--- src/rtl/fdiv_iter_if.sv ---
// Start/done handshake bundle for the iterative FP divider.
// The optional abort signal exists only when FDIV_ABORT_EN is defined.
interface fdiv_iter_if #(
    parameter int exp  = 8,
    parameter int frac = 23
);
    localparam int width = exp + frac + 1;

    logic             start;
    logic [width-1:0] op_a;
    logic [width-1:0] op_b;
    logic             round_mode;
`ifdef FDIV_ABORT_EN
    logic             abort;
`endif
    logic             busy;
    logic             done;
    logic [width-1:0] result;
    logic [4:0]       flags;

`ifdef FDIV_ABORT_EN
    modport master (
        output start, op_a, op_b, round_mode, abort,
        input  busy, done, result, flags
    );
    modport slave (
        input  start, op_a, op_b, round_mode, abort,
        output busy, done, result, flags
    );
`else
    modport master (
        output start, op_a, op_b, round_mode,
        input  busy, done, result, flags
    );
    modport slave (
        input  start, op_a, op_b, round_mode,
        output busy, done, result, flags
    );
`endif
endinterface

--- src/rtl/fdiv_iter.sv ---
// Multi-cycle IEEE-754 divider, radix-2 restoring, one quotient bit per clock.
// Define FDIV_ABORT_EN to add an abort input that cancels a running divide.
module fdiv_iter #(
    parameter int exp  = 8,
    parameter int frac = 23
) (
    input  logic       clk,
    input  logic       rst,
    fdiv_iter_if.slave io
);
    localparam int width = exp + frac + 1;
    localparam int N     = frac + 3;
    localparam int CW    = $clog2(N);
    localparam int EW    = exp + 2;
    localparam int MW    = frac + 1;
    localparam int RW    = frac + 2;

    localparam logic [EW-1:0] BIAS = EW'((1 << (exp - 1)) - 1);
    localparam logic [EW-1:0] EMAX = EW'((1 << exp) - 1);

    localparam logic [width-1:0] QNAN =
        {1'b0, {exp{1'b1}}, 1'b1, {(frac-1){1'b0}}};

    typedef enum logic [1:0] {
        S_IDLE,
        S_DIV,
        S_ROUND,
        S_DONE
    } state_t;

    state_t r_state;
    state_t w_next;

    logic            r_sign;
    logic            r_rm;
    logic [EW-1:0]   r_exp;
    logic [RW-1:0]   r_rem;
    logic [RW-1:0]   r_div;
    logic [N-1:0]    r_q;
    logic [CW-1:0]   r_cnt;
    logic [width-1:0] r_result;
    logic [4:0]      r_flags;

    logic [exp-1:0]  w_ea;
    logic [exp-1:0]  w_eb;
    logic [frac-1:0] w_fa;
    logic [frac-1:0] w_fb;
    logic w_a_zero, w_a_inf, w_a_nan;
    logic w_b_zero, w_b_inf, w_b_nan;
    logic w_sign;
    logic w_special;
    logic w_accept;
    logic w_abort;
    logic w_busy;

    logic [width-1:0] w_sp_res;
    logic [4:0]       w_sp_flg;

    logic [RW-1:0] w_sub;
    logic [RW-1:0] w_sel;
    logic [RW-1:0] w_rem_nxt;
    logic          w_qbit;

    logic [N-1:0]  w_norm;
    logic [EW-1:0] w_e1;
    logic [EW-1:0] w_e2;
    logic [MW-1:0] w_mant;
    logic [MW:0]   w_msum;
    logic [MW-1:0] w_mfin;
    logic w_guard, w_sticky, w_inc, w_inexact;
    logic w_ovf, w_unf;
    logic [width-1:0] w_rnd_res;
    logic [4:0]       w_rnd_flg;

    assign w_ea = io.op_a[width-2:frac];
    assign w_eb = io.op_b[width-2:frac];
    assign w_fa = io.op_a[frac-1:0];
    assign w_fb = io.op_b[frac-1:0];

    // Subnormals count as zero, so only the exponent field decides zero.
    assign w_a_zero = (w_ea == '0);
    assign w_b_zero = (w_eb == '0);
    assign w_a_inf  = (&w_ea) && (w_fa == '0);
    assign w_b_inf  = (&w_eb) && (w_fb == '0);
    assign w_a_nan  = (&w_ea) && (w_fa != '0);
    assign w_b_nan  = (&w_eb) && (w_fb != '0);

    assign w_sign    = io.op_a[width-1] ^ io.op_b[width-1];
    assign w_special = w_a_zero | w_b_zero | w_a_inf | w_b_inf |
                       w_a_nan | w_b_nan;

    assign w_busy   = (r_state == S_DIV) || (r_state == S_ROUND);
    assign w_accept = io.start &&
                      ((r_state == S_IDLE) || (r_state == S_DONE));

`ifdef FDIV_ABORT_EN
    assign w_abort = io.abort && w_busy;
`else
    assign w_abort = 1'b0;
`endif

    always_comb begin
        w_sp_res = '0;
        w_sp_flg = '0;
        if (w_a_nan || w_b_nan || (w_a_zero && w_b_zero) ||
            (w_a_inf && w_b_inf)) begin
            w_sp_res = QNAN;
            w_sp_flg = 5'b10000;
        end else if (w_a_inf) begin
            w_sp_res = {w_sign, {exp{1'b1}}, {frac{1'b0}}};
        end else if (w_b_zero) begin
            w_sp_res = {w_sign, {exp{1'b1}}, {frac{1'b0}}};
            w_sp_flg = 5'b01000;
        end else begin
            w_sp_res = {w_sign, {(width-1){1'b0}}};
        end
    end

    assign w_qbit    = (r_rem >= r_div);
    assign w_sub     = r_rem - r_div;
    assign w_sel     = w_qbit ? w_sub : r_rem;
    assign w_rem_nxt = w_sel << 1;

    always_comb begin
        w_norm    = r_q[N-1] ? r_q : {r_q[N-2:0], 1'b0};
        w_e1      = r_q[N-1] ? r_exp : r_exp - EW'(1);
        w_mant    = w_norm[N-1 -: MW];
        w_guard   = w_norm[1];
        w_sticky  = w_norm[0] | (|r_rem);
        w_inc     = ~r_rm & w_guard & (w_sticky | w_mant[0]);
        w_msum    = {1'b0, w_mant} + {{MW{1'b0}}, w_inc};
        w_e2      = w_msum[MW] ? w_e1 + EW'(1) : w_e1;
        w_mfin    = w_msum[MW] ? w_msum[MW:1] : w_msum[MW-1:0];
        w_inexact = w_guard | w_sticky;
        w_ovf     = !w_e2[EW-1] && (w_e2 >= EMAX);
        w_unf     = w_e2[EW-1] || (w_e2 == '0);
        w_rnd_res = {r_sign, w_e2[exp-1:0], w_mfin[frac-1:0]};
        w_rnd_flg = {4'b0000, w_inexact};
        if (w_ovf) begin
            w_rnd_flg = 5'b00101;
            if (r_rm)
                w_rnd_res = {r_sign, {(exp-1){1'b1}}, 1'b0, {frac{1'b1}}};
            else
                w_rnd_res = {r_sign, {exp{1'b1}}, {frac{1'b0}}};
        end else if (w_unf) begin
            w_rnd_flg = 5'b00011;
            w_rnd_res = {r_sign, {(width-1){1'b0}}};
        end
    end

    always_comb begin
        w_next = r_state;
        unique case (r_state)
            S_IDLE, S_DONE: begin
                if (w_accept)
                    w_next = w_special ? S_DONE : S_DIV;
                else
                    w_next = S_IDLE;
            end
            S_DIV: begin
                if (w_abort)
                    w_next = S_IDLE;
                else if (r_cnt == '0)
                    w_next = S_ROUND;
            end
            S_ROUND: begin
                w_next = w_abort ? S_IDLE : S_DONE;
            end
            default: w_next = S_IDLE;
        endcase
    end

    always_ff @(posedge clk or posedge rst) begin
        if (rst)
            r_state <= S_IDLE;
        else
            r_state <= w_next;
    end

    always_ff @(posedge clk or posedge rst) begin
        if (rst) begin
            r_sign   <= 1'b0;
            r_rm     <= 1'b0;
            r_exp    <= '0;
            r_rem    <= '0;
            r_div    <= '0;
            r_q      <= '0;
            r_cnt    <= '0;
            r_result <= '0;
            r_flags  <= '0;
        end else if (w_accept) begin
            r_sign <= w_sign;
            r_rm   <= io.round_mode;
            if (w_special) begin
                r_result <= w_sp_res;
                r_flags  <= w_sp_flg;
            end else begin
                r_exp <= {2'b00, w_ea} - {2'b00, w_eb} + BIAS;
                r_rem <= {1'b0, 1'b1, w_fa};
                r_div <= {1'b0, 1'b1, w_fb};
                r_q   <= '0;
                r_cnt <= CW'(N - 1);
            end
        end else if (r_state == S_DIV && !w_abort) begin
            r_rem <= w_rem_nxt;
            r_q   <= {r_q[N-2:0], w_qbit};
            r_cnt <= r_cnt - CW'(1);
        end else if (r_state == S_ROUND && !w_abort) begin
            r_result <= w_rnd_res;
            r_flags  <= w_rnd_flg;
        end
    end

    assign io.busy   = w_busy;
    assign io.done   = (r_state == S_DONE);
    assign io.result = r_result;
    assign io.flags  = r_flags;
endmodule

--- src/flat_wrapper.sv ---
// flat-port wrapper written by rule: the top's interface ports become plain ports
module fdiv_iter_flat 
#(
    parameter int exp  = 8,
    parameter int frac = 23
)
  (clk, rst, io_start, io_op_a, io_op_b, io_round_mode, io_busy, io_done, io_result, io_flags);
  fdiv_iter_if #(.exp(exp), .frac(frac)) io_i ();
  input  logic clk;
  input  logic rst;
  input wire logic [$bits(io_i.start)-1:0] io_start;
  input wire logic [$bits(io_i.op_a)-1:0] io_op_a;
  input wire logic [$bits(io_i.op_b)-1:0] io_op_b;
  input wire logic [$bits(io_i.round_mode)-1:0] io_round_mode;
  output wire logic [$bits(io_i.busy)-1:0] io_busy;
  output wire logic [$bits(io_i.done)-1:0] io_done;
  output wire logic [$bits(io_i.result)-1:0] io_result;
  output wire logic [$bits(io_i.flags)-1:0] io_flags;
  assign io_i.start = io_start;
  assign io_i.op_a = io_op_a;
  assign io_i.op_b = io_op_b;
  assign io_i.round_mode = io_round_mode;
  assign io_busy = io_i.busy;
  assign io_done = io_i.done;
  assign io_result = io_i.result;
  assign io_flags = io_i.flags;
  fdiv_iter #(.exp(exp), .frac(frac)) u_core (.clk(clk), .rst(rst), .io(io_i));
endmodule
--- config.mk ---
export PLATFORM = sky130hd
export DESIGN_NAME = fdiv_iter_flat
export DESIGN_NICKNAME = d
export VERILOG_FILES = /design/src/rtl/fdiv_iter_if.sv /design/src/rtl/fdiv_iter.sv /design/src/flat_wrapper.sv
export SDC_FILE = /design/constraint.sdc
export NUM_CORES = 1
export LEC_CHECK = 0
export CELL_PAD_IN_SITES_DETAIL_PLACEMENT = 1
export CELL_PAD_IN_SITES_GLOBAL_PLACEMENT = 1
export CORE_MARGIN = 2
export CORE_UTILIZATION = 47
export CTS_CLUSTER_SIZE = 30
export DETAILED_ROUTE_END_ITERATION = 6
export MAX_ROUTING_LAYER = met4
export PLACE_DENSITY = 0.92
export SLEW_MARGIN = 10
export SYNTH_ARGS = -nofsm -noshare
export SYNTH_HDL_FRONTEND = slang
export SYNTH_SLANG_ARGS = --single-unit
--- constraint.sdc ---
create_clock -name clk -period 13 [get_ports clk]
set_input_delay 3.25 -clock clk [delete_from_list [all_inputs] [get_ports clk]]
set_output_delay 3.25 -clock clk [all_outputs]
set_load 0.02 [all_outputs]
==> metrics <==
Synth Register Bits=131; Crit Path Category=primary input to register; Post-synth ARST share=1.000; Sw Pwr=1.561 mW; I/O pin count=107; Area Overhead vs Synth=18.24%; gpl congestion=0.9432; Syn Inst Count=1203; PostCTS Resize Cnt=0; Longest Clk Path Bufs=2; Filler cells=2459; CTS root buf=clkbuf_16; GRT Overall Usage=0.3161; clock share of power=0.161; Post-synth EDFFs=0; vias per inst=6.267; WP buf/inv=4; Net Sw Frac=0.4979; vias in the first global route=10210; CTS tree=built; Horiz. Die Dim=148.1 microns; Netlist Area Pre-Place=0.009761 sq mm; met2 WL=16570 microns; crit end category=register; slowest CP cell=or4_1; HPWL Detailed=23330 microns; starting density of the core=0.4808; layout cell share with drive strength beyond 1=0.06573; Reg power frac=0.222; total CTS buffers=17; syn avg cell area=8.114 sq um; slowest stage delay, CP=0.54 ns; Syn. warnings=0; CP dominant cell by count=buf_4; P per Cell Area=271.7 mW/mm^2; setup TNS=0 ns; CP Data Required Time=13.35 ns; DRC Markers=0; core area=0.02030 sq mm; # diodes=0; Worst-Margin Slew=1.162 ns; unrepaired setup endpoints after global routing=no; WP data arrival=7.03 ns; clk_lat worst skew=0.44 ns; Peak VDD IR=0.1610 mV; global-route wire length before repair=53470 microns; Sequential Area=0.003279 sq mm; Logic pwr share=0.617; nets=1376; Hold Crit Class=register to register; Tot Pwr=3.135 mW; critical path, cell by cell=clkdlybuf4s50_1 -> nand4_1 -> or4_1 -> and4_1 -> and2_2 -> buf_4 -> nor2_1 -> buf_4 -> o21ai_2 -> buf_4 -> nor2_1 -> o21ai_2 -> o21ai_0; Synth top area share=0.3359; drt total wl=32900 microns; skew final=0.01092 ns; crit start category=primary input; vias post-DR=9701; sequential share of the synthesized area=0.3359; die height=148.1 microns; initial antenna violation count=0; pin count of the biggest net entering global routing=83; status=finished clean; final setup fails=0; most frequent cell after synthesis=nand2_1; final worst-path cycle share=0.5135; Port Buffers=106; DRT Pass-1 Iters=5; htree depth=4; Leak=4.642 nW; Net Count, Synth=1314; crit-path leading delay family=simple AND/OR/NAND/NOR gates; worst rel slew slack=0.2144; final critical-path required period=6.675 ns; cts hold-fix bufs=0; Initial DRC Count=609; Clock Sinks=131; footprint of the multi-input gates=0.005927 sq mm; Slew Viols, Final=0; Placed Instances=1516; Top Metal Used=met4; synth unique cells=77; Max FO, Critical Path=75; Finished Layout Cells=1548; WL/cell=21.25 microns; Pint=1.574 mW; Final Util=0.5685; max_cap viols=0; post-CTS setup buffers=0; DRT antenna net count=0; top cells by count, synth=nand2_1 (202), dfrtp_1 (131), o21ai_0 (128), inv_1 (63), nor2_1 (52); Reg clk slew, reported paths=0.06 ns; FP Rows=52; met3 routed WL=1485 microns; routed metal-1 wirelength=13630 microns; r2r setup slk=7.43 ns; Synth area leaders=dfrtp_1 (34%), nand2_1 (7.8%), o21ai_0 (6.6%); grt ovf=0; die area=0.02194 sq mm; ys flop type=dfrtp_1; post-synth top area cell=dfrtp_1; Hold Vio Cnt, Final=0; Fmax=0.1498 GHz
[tightest hold or removal path, delay by kind of cell (launching register included)]
family / cells / cell delay, ns
flip-flops: 1 / 0.32
buffers and inverters: 1 / 0.05
AND/OR/NAND/NOR: 1 / 0.05
[layout by cell type (no fill, tap or decap), drive strengths merged, types with 6 or more instances in the layout]
master,instances
mux2,10
clkdlybuf4s50,106
a31oi,12
o31ai,8
nor2,54
a21oi,50
inv,69
clkbuf,18
xor2,28
a22oi,20
nand2b,7
mux2i,20
nor3,25
or3,13
nand2,202
and4,7
nand3,25
and2,13
nor2b,12
ha,41
xnor2,50
a21o,13
nand4,24
buf,12
o211ai,17
a211oi,15
dfrtp,131
o21bai,6
o21a,9
and3,7
o21ai,141
nor4,37
[power by group through the flow]
stage / Combinational (mW) / Clock (mW) / Sequential (mW)
5_1_grt: 2.12 / 0.528 / 0.711
6_report: 1.93 / 0.505 / 0.697
4_1_cts: 1.91 / 0.507 / 0.692
3_5_place_dp: 1.88 / 0 / 0.695
2_1_floorplan: 1.35 / 0 / 0.682
3_3_place_gp: 1.80 / 0 / 0.686
[worst paths after layout]
kind / from / endpoint / cells past startpoint
min in group asynchronous: rst / u_core.r_div[4] / 2
max in group asynchronous: rst / u_core.r_q[25] / 3
worst min register to register: u_core.r_div[23] / u_core.r_div[23] / 2
worst max register to register: u_core.r_q[25] / u_core.io.result[0] / 12
worst min-delay path: u_core.r_div[23] / u_core.r_div[23] / 2
worst max-delay path: io_op_b[23] / u_core.io.result[0] / 13
[logic make-up after synthesis]
| family | synth area share |
|---|---|
| simple gates | 0.2214 |
| compound gates | 0.2241 |
| buf+inv | 0.05807 |
| flops | 0.3359 |
| xor+xnor | 0.07191 |
| fa+ha+maj | 0.05666 |
| mux | 0.03205 |
[flip-flops by register name (all words and copies together), names as in the netlist]
register,count
u_core.io.flags,5
u_core.io.result,32
u_core.r_cnt,5
u_core.r_div,24
u_core.r_exp,10
u_core.r_q,26
u_core.r_rem,25
u_core.r_rm,1
u_core.r_sign,1
u_core.r_state,2
[layer usage]
metal | track usage | up-vias
li1 | - | 4440
met1 | 0.3766 | 4808
met2 | 0.5472 | 348
met3 | 0.04080 | 105
met4 | 0.1214 | 0
met5 | - | -
[per-stage QoR]
step / setup slack, ns / instance area, sq um / hold slack, ns
after floorplan: 6.252 / 9761 / 0.4181
after CTS: 6.097 / 11540 / 0.4579
after global placement: 5.838 / 10930 / 0.4418
final: 6.325 / 11540 / 0.4504
after global routing: 6.059 / 11540 / 0.5043
after detailed placement: 5.630 / 10930 / 0.4426
[final cells by class]
type                    count  area share
clock buffers              18     0.03805
clock inverters            14     0.01453
inverters                  63     0.02071
multi-input cells         934      0.5135
flip-flops and latches    131      0.2841
well taps                 270     0.02927
repair buffers            118     0.09974
Note: power is estimated with default switching activity, not from simulation.
